## src/rtl/hd63701_timer.sv

```systemverilog
// HD63701 programmable timer: free-running counter, output compare, TCSR and IRQ2 generation.
// Input capture (synchronizer, ICR, ICF/EICI) is present only when HD63701_TIMER_ICAP_EN is defined.
module hd63701_timer #(
   parameter logic [15:0] BASE = 16'h0008
) (
   input  logic        CLK,
   input  logic        RST,
   input  logic [15:0] AD,
   input  logic        RW,
   input  logic [7:0]  DO,
   output logic [7:0]  RDATA,
   output logic        RSEL,
   input  logic        TIN,
   output logic        TOUT,
   output logic        IRQ2,
   output logic [3:0]  IRQ2V
);

   localparam logic [2:0] A_TCSR   = 3'd0;
   localparam logic [2:0] A_FRC_HI = 3'd1;
   localparam logic [2:0] A_FRC_LO = 3'd2;
   localparam logic [2:0] A_OCR_HI = 3'd3;
   localparam logic [2:0] A_OCR_LO = 3'd4;
   localparam logic [2:0] A_ICR_HI = 3'd5;
   localparam logic [2:0] A_ICR_LO = 3'd6;

   // Returns {flag, arm}: a set beats a clear, and a clear always drops the arm bit.
   function automatic logic [1:0] flag_step(input logic flag, input logic arm, input logic set,
                                            input logic clr_req, input logic arm_req);
      logic       clr;
      logic [1:0] r;
      clr = arm & clr_req;
      if (set) begin
         r[1] = 1'b1;
      end else if (clr) begin
         r[1] = 1'b0;
      end else begin
         r[1] = flag;
      end
      if (clr) begin
         r[0] = 1'b0;
      end else if (arm_req) begin
         r[0] = flag;
      end else begin
         r[0] = arm;
      end
      return r;
   endfunction

   logic [15:0] off_s;
   logic [2:0]  reg_sel;
   logic        wr_en, rd_en;
   logic        rd_tcsr, rd_frc_hi, rd_icr_hi;
   logic        wr_tcsr, wr_frc_hi, wr_frc_lo, wr_ocr_hi, wr_ocr_lo;
   logic        tof_set, ocf_set, icf_set;
   logic [15:0] icr_view;
   logic [7:0]  icbuf_view;
   logic [7:0]  rdata_s;

   logic [15:0] frc_q, frc_d;
   logic [15:0] ocr_q, ocr_d;
   logic [4:0]  ctl_q, ctl_d;
   logic        icf_q, icf_d, ocf_q, ocf_d, tof_q, tof_d;
   logic        arm_icf_q, arm_icf_d, arm_ocf_q, arm_ocf_d, arm_tof_q, arm_tof_d;
   logic [7:0]  rbuf_q, rbuf_d, wbuf_q, wbuf_d;
   logic        inhibit_q, inhibit_d;
   logic        tout_q, tout_d;
   logic        irq2_q, irq2_d;
   logic [3:0]  irq2v_q, irq2v_d;

   // Unsigned offset makes addresses below BASE wrap high and fall outside the window.
   assign off_s   = AD - BASE;
   assign RSEL    = (off_s < 16'd7);
   assign reg_sel = off_s[2:0];
   assign wr_en   = RSEL & ~RW;
   assign rd_en   = RSEL & RW;

   assign rd_tcsr   = rd_en & (reg_sel == A_TCSR);
   assign rd_frc_hi = rd_en & (reg_sel == A_FRC_HI);
   assign rd_icr_hi = rd_en & (reg_sel == A_ICR_HI);
   assign wr_tcsr   = wr_en & (reg_sel == A_TCSR);
   assign wr_frc_hi = wr_en & (reg_sel == A_FRC_HI);
   assign wr_frc_lo = wr_en & (reg_sel == A_FRC_LO);
   assign wr_ocr_hi = wr_en & (reg_sel == A_OCR_HI);
   assign wr_ocr_lo = wr_en & (reg_sel == A_OCR_LO);

   assign tof_set = (frc_q == 16'hFFFF) & ~wr_frc_lo;
   assign ocf_set = (frc_q == ocr_q) & ~inhibit_q;

`ifdef HD63701_TIMER_ICAP_EN
   logic        sync1_q, sync1_d, sync2_q, sync2_d, sync3_q, sync3_d;
   logic [15:0] icr_q, icr_d;
   logic [7:0]  icbuf_q, icbuf_d;
   logic        cap_edge;

   // TIN synchronizer, IEDG-selected edge detect and ICR capture.
   always_comb begin
      sync1_d = TIN;
      sync2_d = sync1_q;
      sync3_d = sync2_q;
      if (ctl_q[1]) begin
         cap_edge = sync2_q & ~sync3_q;
      end else begin
         cap_edge = ~sync2_q & sync3_q;
      end
      if (cap_edge) begin
         icr_d = frc_q;
      end else begin
         icr_d = icr_q;
      end
      if (rd_icr_hi) begin
         icbuf_d = icr_q[7:0];
      end else begin
         icbuf_d = icbuf_q;
      end
   end

   // Capture-path state registers.
   always_ff @(posedge CLK) begin
      if (RST) begin
         sync1_q <= 1'b0;
         sync2_q <= 1'b0;
         sync3_q <= 1'b0;
         icr_q   <= 16'h0000;
         icbuf_q <= 8'h00;
      end else begin
         sync1_q <= sync1_d;
         sync2_q <= sync2_d;
         sync3_q <= sync3_d;
         icr_q   <= icr_d;
         icbuf_q <= icbuf_d;
      end
   end

   assign icf_set    = cap_edge;
   assign icr_view   = icr_q;
   assign icbuf_view = icbuf_q;
`else
   logic icap_unused;
   assign icap_unused = TIN ^ DO[4];
   assign icf_set     = 1'b0;
   assign icr_view    = 16'h0000;
   assign icbuf_view  = 8'h00;
`endif

   // Counter, compare, control register, buffers, flags and interrupt next state.
   always_comb begin
      if (wr_frc_lo) begin
         frc_d = {wbuf_q, DO};
      end else begin
         frc_d = frc_q + 16'd1;
      end
      if (wr_frc_hi) begin
         wbuf_d = DO;
      end else begin
         wbuf_d = wbuf_q;
      end
      if (rd_frc_hi) begin
         rbuf_d = frc_q[7:0];
      end else begin
         rbuf_d = rbuf_q;
      end
      ocr_d = ocr_q;
      if (wr_ocr_hi) begin
         ocr_d[15:8] = DO;
      end else if (wr_ocr_lo) begin
         ocr_d[7:0] = DO;
      end else begin
         ocr_d = ocr_q;
      end
      inhibit_d = wr_ocr_hi | wr_ocr_lo;
      if (wr_tcsr) begin
`ifdef HD63701_TIMER_ICAP_EN
         ctl_d = DO[4:0];
`else
         ctl_d = {1'b0, DO[3:0]};
`endif
      end else begin
         ctl_d = ctl_q;
      end
      if (ocf_set) begin
         tout_d = ctl_q[0];
      end else begin
         tout_d = tout_q;
      end
      {icf_d, arm_icf_d} = flag_step(icf_q, arm_icf_q, icf_set, rd_icr_hi, rd_tcsr);
      {ocf_d, arm_ocf_d} = flag_step(ocf_q, arm_ocf_q, ocf_set, wr_ocr_hi | wr_ocr_lo, rd_tcsr);
      {tof_d, arm_tof_d} = flag_step(tof_q, arm_tof_q, tof_set, rd_frc_hi, rd_tcsr);
      irq2v_d = {1'b0, tof_q & ctl_q[2], ocf_q & ctl_q[3], icf_q & ctl_q[4]};
      irq2_d  = |irq2v_d;
   end

   // Main register bank with synchronous reset; a reset edge discards any bus access.
   always_ff @(posedge CLK) begin
      if (RST) begin
         frc_q     <= 16'h0000;
         ocr_q     <= 16'hFFFF;
         ctl_q     <= 5'd0;
         icf_q     <= 1'b0;
         ocf_q     <= 1'b0;
         tof_q     <= 1'b0;
         arm_icf_q <= 1'b0;
         arm_ocf_q <= 1'b0;
         arm_tof_q <= 1'b0;
         rbuf_q    <= 8'h00;
         wbuf_q    <= 8'h00;
         inhibit_q <= 1'b0;
         tout_q    <= 1'b0;
         irq2_q    <= 1'b0;
         irq2v_q   <= 4'd0;
      end else begin
         frc_q     <= frc_d;
         ocr_q     <= ocr_d;
         ctl_q     <= ctl_d;
         icf_q     <= icf_d;
         ocf_q     <= ocf_d;
         tof_q     <= tof_d;
         arm_icf_q <= arm_icf_d;
         arm_ocf_q <= arm_ocf_d;
         arm_tof_q <= arm_tof_d;
         rbuf_q    <= rbuf_d;
         wbuf_q    <= wbuf_d;
         inhibit_q <= inhibit_d;
         tout_q    <= tout_d;
         irq2_q    <= irq2_d;
         irq2v_q   <= irq2v_d;
      end
   end

   // Read-data mux, combinational from AD.
   always_comb begin
      if (RSEL) begin
         case (reg_sel)
            A_TCSR:   rdata_s = {icf_q, ocf_q, tof_q, ctl_q};
            A_FRC_HI: rdata_s = frc_q[15:8];
            A_FRC_LO: rdata_s = rbuf_q;
            A_OCR_HI: rdata_s = ocr_q[15:8];
            A_OCR_LO: rdata_s = ocr_q[7:0];
            A_ICR_HI: rdata_s = icr_view[15:8];
            A_ICR_LO: rdata_s = icbuf_view;
            default:  rdata_s = 8'h00;
         endcase
      end else begin
         rdata_s = 8'h00;
      end
   end

   assign RDATA = rdata_s;
   assign TOUT  = tout_q;
   assign IRQ2  = irq2_q;
   assign IRQ2V = irq2v_q;

endmodule

```

## config.mk

```make
export PLATFORM = sky130hd
export DESIGN_NAME = hd63701_timer
export DESIGN_NICKNAME = d
export VERILOG_FILES = /design/src/rtl/hd63701_timer.sv
export SDC_FILE = /design/constraint.sdc
export NUM_CORES = 1
export LEC_CHECK = 0
export CAP_MARGIN = 25
export CORE_MARGIN = 2
export CORE_UTILIZATION = 40
export CTS_CLUSTER_SIZE = 30
export DETAILED_ROUTE_END_ITERATION = 16
export DONT_BUFFER_PORTS = 1
export GPL_TIMING_DRIVEN = 1
export PLACE_DENSITY = 0.58
export SLEW_MARGIN = 0
export SYNTH_ARGS = -nofsm -noshare
export SYNTH_HDL_FRONTEND = slang
export SYNTH_SLANG_ARGS = --single-unit
```

## constraint.sdc

```tcl
create_clock -name CLK -period 5.5 [get_ports CLK]
set_input_delay 1.1 -clock CLK [delete_from_list [all_inputs] [get_ports CLK]]
set_output_delay 1.1 -clock CLK [all_outputs]
set_load 0.02 [all_outputs]
```

==> summary.txt, run 1 <==
Leak - 0.00138 uW
final period utilization - 76.7%
TNS Setup - 0 ns
post-CTS sizing - 0
mux share of post-synthesis cell area - 17.4%
main combinational cell family by area after synthesis - simple AND/OR/NAND/NOR gates
CTS root buf - clkbuf_8
final setup violation count - 0
post-synthesis simple-gate area fraction - 22.6%
outcome - finished clean
layout cells sized above 1 - 9.87%
GRT Util Overall - 20.7%
via count - 2731
post-synthesis cell type count - 54
slowest CP cell - a2111oi_4
core area - 8180 um2
kind of critical path - in -> out
share of the synthesized area in the top cell type - 36.3%
worst hold path class - reg -> reg
Max Cap Viol - 0
pwr dens - 235 nW/um2
Synth Instances - 383
vias in the first global route - 2673
FP Rows - 33
measured slew at the worst slew-check pin - 0.926 ns
dominant synthesized flop cell - dfxtp_1
Routed Antenna Nets - 0
Final min period - 4.22 ns
complex-gate fraction of the synthesized area - 11.3%
crit-path cells - inv_1 > ha_1 > nand4bb_1 > a2111oi_4 > and2_1 > buf_4 > nand2_1 > inv_2 > o21a_1
Post-synth EDFFs - 0
Max Slew Vio Count - 0
later-pin clock latency in the skew report - 0.35 ns
top cells by count, synth - dfxtp_1, mux2i_1, nand2_1
via density per instance - 5.69
DRT iter0 DRCs - 190
first-pass GRT wire length - 14.0 mm
initial antenna violation count - 0
area grow syn2layout - 5.80%
Synth warnings - 0
routability cong. - 0.885
cell taking the most area after synthesis - dfxtp_1
HPWL after detailed placement - 6.23 mm
io pins - 43
hold depth - 2
antenna cell count - 0
sequential share of the synthesized area - 36.3%
port bufs - 0
number of buffers created by CTS - 9
fmax - 237 MHz
drt wl/cell - 18.2 um
pre-CTS setup slack - 1.28 ns
post-layout net count - 400
unrepaired setup endpoints after global routing - no
Hold Slack - 0.467 ns
most area-consuming cells after synthesis - dfxtp_1, mux2i_1, nand2_1
placed cell areas - 3390 um2
Critical Path RT - 4.40 ns
Starting Density - 41.2%
design area - 3560 um2
DR pass1 iterations - 4
slew margin rel. - 38.3%
largest net degree at the start of global routing - 39
Post-synth ARST share - 0%
r2r worst-path depth - 6
setup ws final - 1.28 ns
Max stage delay on crit path - 0.39 ns
CTS max path bufs - 2
Synth Area in Adders - 0.743%
Die ar. - 9160 um2
hold buffers post-CTS - 0
Layout Skew - 0.00643 ns
worst path arrival time - 3.12 ns
Final Hold Viols - 0
# DRC - 0
mean area per synthesized cell - 8.79 um2
CP Launch Type - primary input
cell with the most instances after synthesis - dfxtp_1
FF+latch count, synth - 61
CTS clk-pin slew, worst paths - 0.07 ns
CTS HTree Levels - 3
final wirelength - 8.74 mm
Peak VDD IR - 111 uV
DIE HEIGHT - 95.7 um
Critical Path Sink Type - output port
CTS sink count - 61
Synth Area in XOR/XNOR - 7.03%
DIE WIDTH - 95.7 um
aggregate global routing overflow - 0
post-CTS setup repair buffer count - 0
Cell Area, Synth - 3370 um2
crit path max fanout - 17
CTS tree - done
[worst max-delay path, delay by kind of cell]
family | cells | cell delay (ns)
buffers and inverters | 3 | 0.48
adders and majority gates | 1 | 0.26
and+or+nand+nor | 3 | 0.61
AOI/OAI and AO/OA | 2 | 0.66
[flip-flops by register name (all words and copies together) (netlist names)]
name       flops
IRQ2           1
wbuf_q         8
ctl_q          4
ocf_q          1
rbuf_q         8
tof_q          1
frc_q         16
inhibit_q      1
arm_ocf_q      1
IRQ2V          2
arm_tof_q      1
TOUT           1
ocr_q         16
[report_power, final]
group	switching, uW	leakage [uW]	total, uW	internal [uW]
Combinational	25.2	0.000807	44.2	19.0
Clock	185	0.0000808	344	159
Sequential	4.24	0.000492	448	443
Total	214	0.00138	836	622
[final timing paths]
kind             start   endpoint  slack (ns)
min reg2reg  wbuf_q[2]  frc_q[10]        0.47
max              AD[3]   RDATA[6]        1.28
max reg2reg   frc_q[1]  frc_q[14]        3.78
min          wbuf_q[2]  frc_q[10]        0.47
[cells in the final DEF (no fill, tap or decap), types with 8 or more instances in the layout]
| master | netlist | layout |
|---|---|---|
| xnor2_1 | 9 | 9 |
| a21oi_1 | 13 | 13 |
| nand4_1 | 11 | 11 |
| clkbuf_8 | 0 | 9 |
| nor2_1 | 35 | 35 |
| nand2_1 | 43 | 43 |
| o21ai_0 | 16 | 16 |
| nand3_1 | 16 | 16 |
| nor3_1 | 10 | 10 |
| and3_1 | 8 | 8 |
| dfxtp_1 | 61 | 61 |
| mux2i_1 | 45 | 45 |
| xor2_1 | 18 | 18 |
| a22oi_1 | 8 | 8 |
[per-stage QoR]
step / power [uW] / utilization, % / cells
6_report: 836 / 43.6 / 480
5_1_grt: 870 / 43.6 / 480
4_1_cts: 846 / 43.6 / 480
3_5_place_dp: 502 / 41.5 / 464
3_3_place_gp: 502 / 41.5 / 464
2_1_floorplan: 501 / - / 384
[cell type report]
class	instances	area [um2]
Timing Repair Buffer	3	22.5
Tap cell	105	131
Clock buffer	9	124
Inverter	6	22.5
Sequential cell	61	1220
Clock inverter	7	42.5
Fill cell	827	4610
Multi-Input combinational cell	289	2000
[layer usage]
metal	track usage, %	routed length, um	part of all wire [%]
met5	0	0	0
met4	10.0	267	3.1
met3	4.23	532	6.1
met2	32.5	4060	46
met1	27.2	3880	44
[logic make-up (layout without fill, tap and decap cells)]
family,count (synthesis),in the layout
buf+inv,34,25
simple gates,152,152
compound gates,54,54
other cells,1,2
flops,61,61
mux,52,52
fa+ha+maj,2,2
xor+xnor,27,27
(Power assumes the default switching activity.)
==> run 2, diff against run 1 <==
--- a/config.mk
+++ b/config.mk
@@ -12,7 +12,7 @@
 export DETAILED_ROUTE_END_ITERATION = 16
 export DONT_BUFFER_PORTS = 1
 export GPL_TIMING_DRIVEN = 1
-export PLACE_DENSITY = 0.58
+export PLACE_DENSITY = 0.6
 export SLEW_MARGIN = 0
 export SYNTH_ARGS = -nofsm -noshare
 export SYNTH_HDL_FRONTEND = slang
==> constraint.sdc (replaced) <==
create_clock -name CLK -period 3.8 [get_ports CLK]
set_input_delay 0.76 -clock CLK [delete_from_list [all_inputs] [get_ports CLK]]
set_output_delay 0.76 -clock CLK [all_outputs]
set_load 0.02 [all_outputs]
==> run 2 against run 1 <==
- global-route usage grew 0.26 points
- critical path depth shrank 1
- flip-flop and latch count is the same
- final cell count grew 1.3%
- clock power grew 49%
- wire length grew 1.3%
- clock-buffer cell count grew 3
- non-clock buffer count grew 8
- register-to-register slack lost 1.7 ns
- sequential share of layout area shrank 0.56 points
- final area grew 1.7%
- die area is the same
- critical endpoint unchanged
==> summary.txt, run 2 (synthesis gave the netlist of run 1 again) <==
worst path arrival time - 2.53 ns (was 3.12 ns)
CTS tree - done (unchanged)
initial antenna violation count - 0 (unchanged)
routability cong. - 0.861 (was 0.885)
via density per instance - 5.82 (was 5.69)
port bufs - 0 (unchanged)
Routed Antenna Nets - 0 (unchanged)
DIE WIDTH - 95.7 um (unchanged)
FP Rows - 33 (unchanged)
number of buffers created by CTS - 9 (unchanged)
setup ws final - 0.513 ns (was 1.28 ns)
Peak VDD IR - 132 uV (was 111 uV)
WP buf/inv - 2 (was 3)
layout cells sized above 1 - 11.0% (was 9.87%)
TNS Setup - 0 ns (unchanged)
worst hold path class - reg -> reg (unchanged)
later-pin clock latency in the skew report - 0.34 ns (was 0.35 ns)
CTS root buf - clkbuf_8 (unchanged)
post-layout net count - 408 (was 400)
CTS clk-pin slew, worst paths - 0.07 ns (about the same)
first-pass GRT wire length - 14.3 mm (was 14.0 mm)
CTS HTree Levels - 3 (unchanged)
drt wl/cell - 18.2 um (about the same)
unrepaired setup endpoints after global routing - no (unchanged)
aggregate global routing overflow - 0 (unchanged)
antenna cell count - 0 (unchanged)
measured slew at the worst slew-check pin - 0.869 ns (was 0.926 ns)
fmax - 304 MHz
Max Cap Viol - 0 (unchanged)
largest net degree at the start of global routing - 39 (unchanged)
pre-CTS setup slack - 0.520 ns (was 1.28 ns)
final period utilization - 86.5%
CTS max path bufs - 2 (unchanged)
critical path's top delay family - compound AO/OA/AOI/OAI gates (unchanged)
Final min period - 3.29 ns
slowest CP cell - a2111oi_4 (unchanged)
HPWL after detailed placement - 6.31 mm (was 6.23 mm)
pwr dens - 338 nW/um2 (was 235 nW/um2)
GRT Util Overall - 21.0% (was 20.7%)
DIE HEIGHT - 95.7 um (unchanged)
CTS sink count - 61 (unchanged)
final setup violation count - 0 (unchanged)
Max stage delay on crit path - 0.39 ns (about the same)
crit path max fanout - 8 (was 17)
Die ar. - 9160 um2 (unchanged)
via count - 2829 (was 2731)
biggest regs - frc_q: 16 flops, ocr_q: 16 flops (unchanged)
hold buffers post-CTS - 0 (unchanged)
Final Hold Viols - 0 (unchanged)
io pins - 43 (unchanged)
post-CTS setup repair buffer count - 0 (unchanged)
final wirelength - 8.85 mm (was 8.74 mm)
Layout Skew - 0.00663 ns (was 0.00643 ns)
Critical Path RT - 3.04 ns (was 4.40 ns)
core area - 8180 um2 (unchanged)
commonest non-fill, non-tap cell in the layout - dfxtp_1 (unchanged)
DRT iter0 DRCs - 216 (was 190)
post-CTS sizing - 0 (unchanged)
Starting Density - 41.2% (unchanged)
area grow syn2layout - 7.55% (was 5.80%)
# DRC - 0 (unchanged)
commonest non-fill, non-tap cells in the layout - dfxtp_1, mux2i_1, nand2_1, nor2_1, xor2_1 (unchanged)
Max Slew Vio Count - 0 (unchanged)
slew margin rel. - 42.1% (was 38.3%)
Critical Path Sink Type - output port (unchanged)
outcome - finished clean (unchanged)
crit-path cells - inv_1 > ha_1 > nand4bb_1 > a2111oi_4 > and2_1 > nand2_1 > inv_2 > o21a_1 (was inv_1 > ha_1 > nand4bb_1 > a2111oi_4 > and2_1 > buf_4 > nand2_1 > inv_2 > o21a_1)
kind of critical path - in -> out (unchanged)
vias in the first global route - 2798 (was 2673)
Leak - 0.00143 uW (was 0.00138 uW)
CP Launch Type - primary input (unchanged)
DR pass1 iterations - 4 (unchanged)
## run 2: cell types whose count changed in the layout (fill, tap and decap cells not counted), sizes merged
cell / before / now
buf: 3 / 11
clkbuf: 9 / 12
clkinv: 5 / 3
clkinvlp: 3 / 0
## run 2: power by group
group | internal (uW) | switching, uW
clock network | 263 | 248
logic | 27.9 | 36.5
registers | 642 | 6.47
total | 933 | 291
## run 2: cell type report
| cell class | instances | area (um2) |
|---|---|---|
| clock buffers | 12 | 155 |
| fillers | 803 | 4560 |
| inverters | 6 | 22.5 |
| multi-input cells | 289 | 2000 |
| clock inverters | 2 | 10.0 |
| flip-flops and latches | 61 | 1220 |
| repair buffers | 11 | 82.6 |
| well taps | 105 | 131 |
## run 2: stage by stage
step / utilization, % / instances / power [uW] / instance area, um2 / hold WS, ns
finish: 44.3 / 486 / 1220 / 3620 / 0.460
global route: 44.3 / 486 / 1280 / 3620 / 0.460
CTS: 44.3 / 486 / 1230 / 3620 / 0.462
detailed placement: 42.3 / 472 / 726 / 3450 / 0.458
global placement: 42.3 / 472 / 725 / 3450 / 0.447
floorplan: - / 384 / 725 / 3370 / 0.436
## run 2: worst paths after layout
check                  from         to  slack, ns  depth (start not counted)
setup / recovery      AD[3]   RDATA[6]       0.51                          8
hold / removal    wbuf_q[0]   frc_q[8]       0.46                          2
setup reg to reg   frc_q[1]  frc_q[14]       2.08                          6
hold reg to reg   wbuf_q[0]   frc_q[8]       0.46                          2
## run 2: worst register-to-register path, cell delays in order (launching register included)
cell and delay, ns:
dfxtp_1 0.49, ha_1 0.31, and3_1 0.25, nand2_1 0.11
o21a_1 0.18, o21ai_0 0.16, mux2i_1 0.09
## run 2: per-layer routing
metal | wire, um | GRT usage (%) | vias up | part of all wire (%)
li1 | - | - | 1350 | -
met1 | 3970 | 27.6 | 1364 | 45
met2 | 4090 | 33.3 | 96 | 46
met3 | 563 | 5.17 | 19 | 6.4
met4 | 228 | 7.86 | 0 | 2.6
met5 | 0 | 0 | - | 0
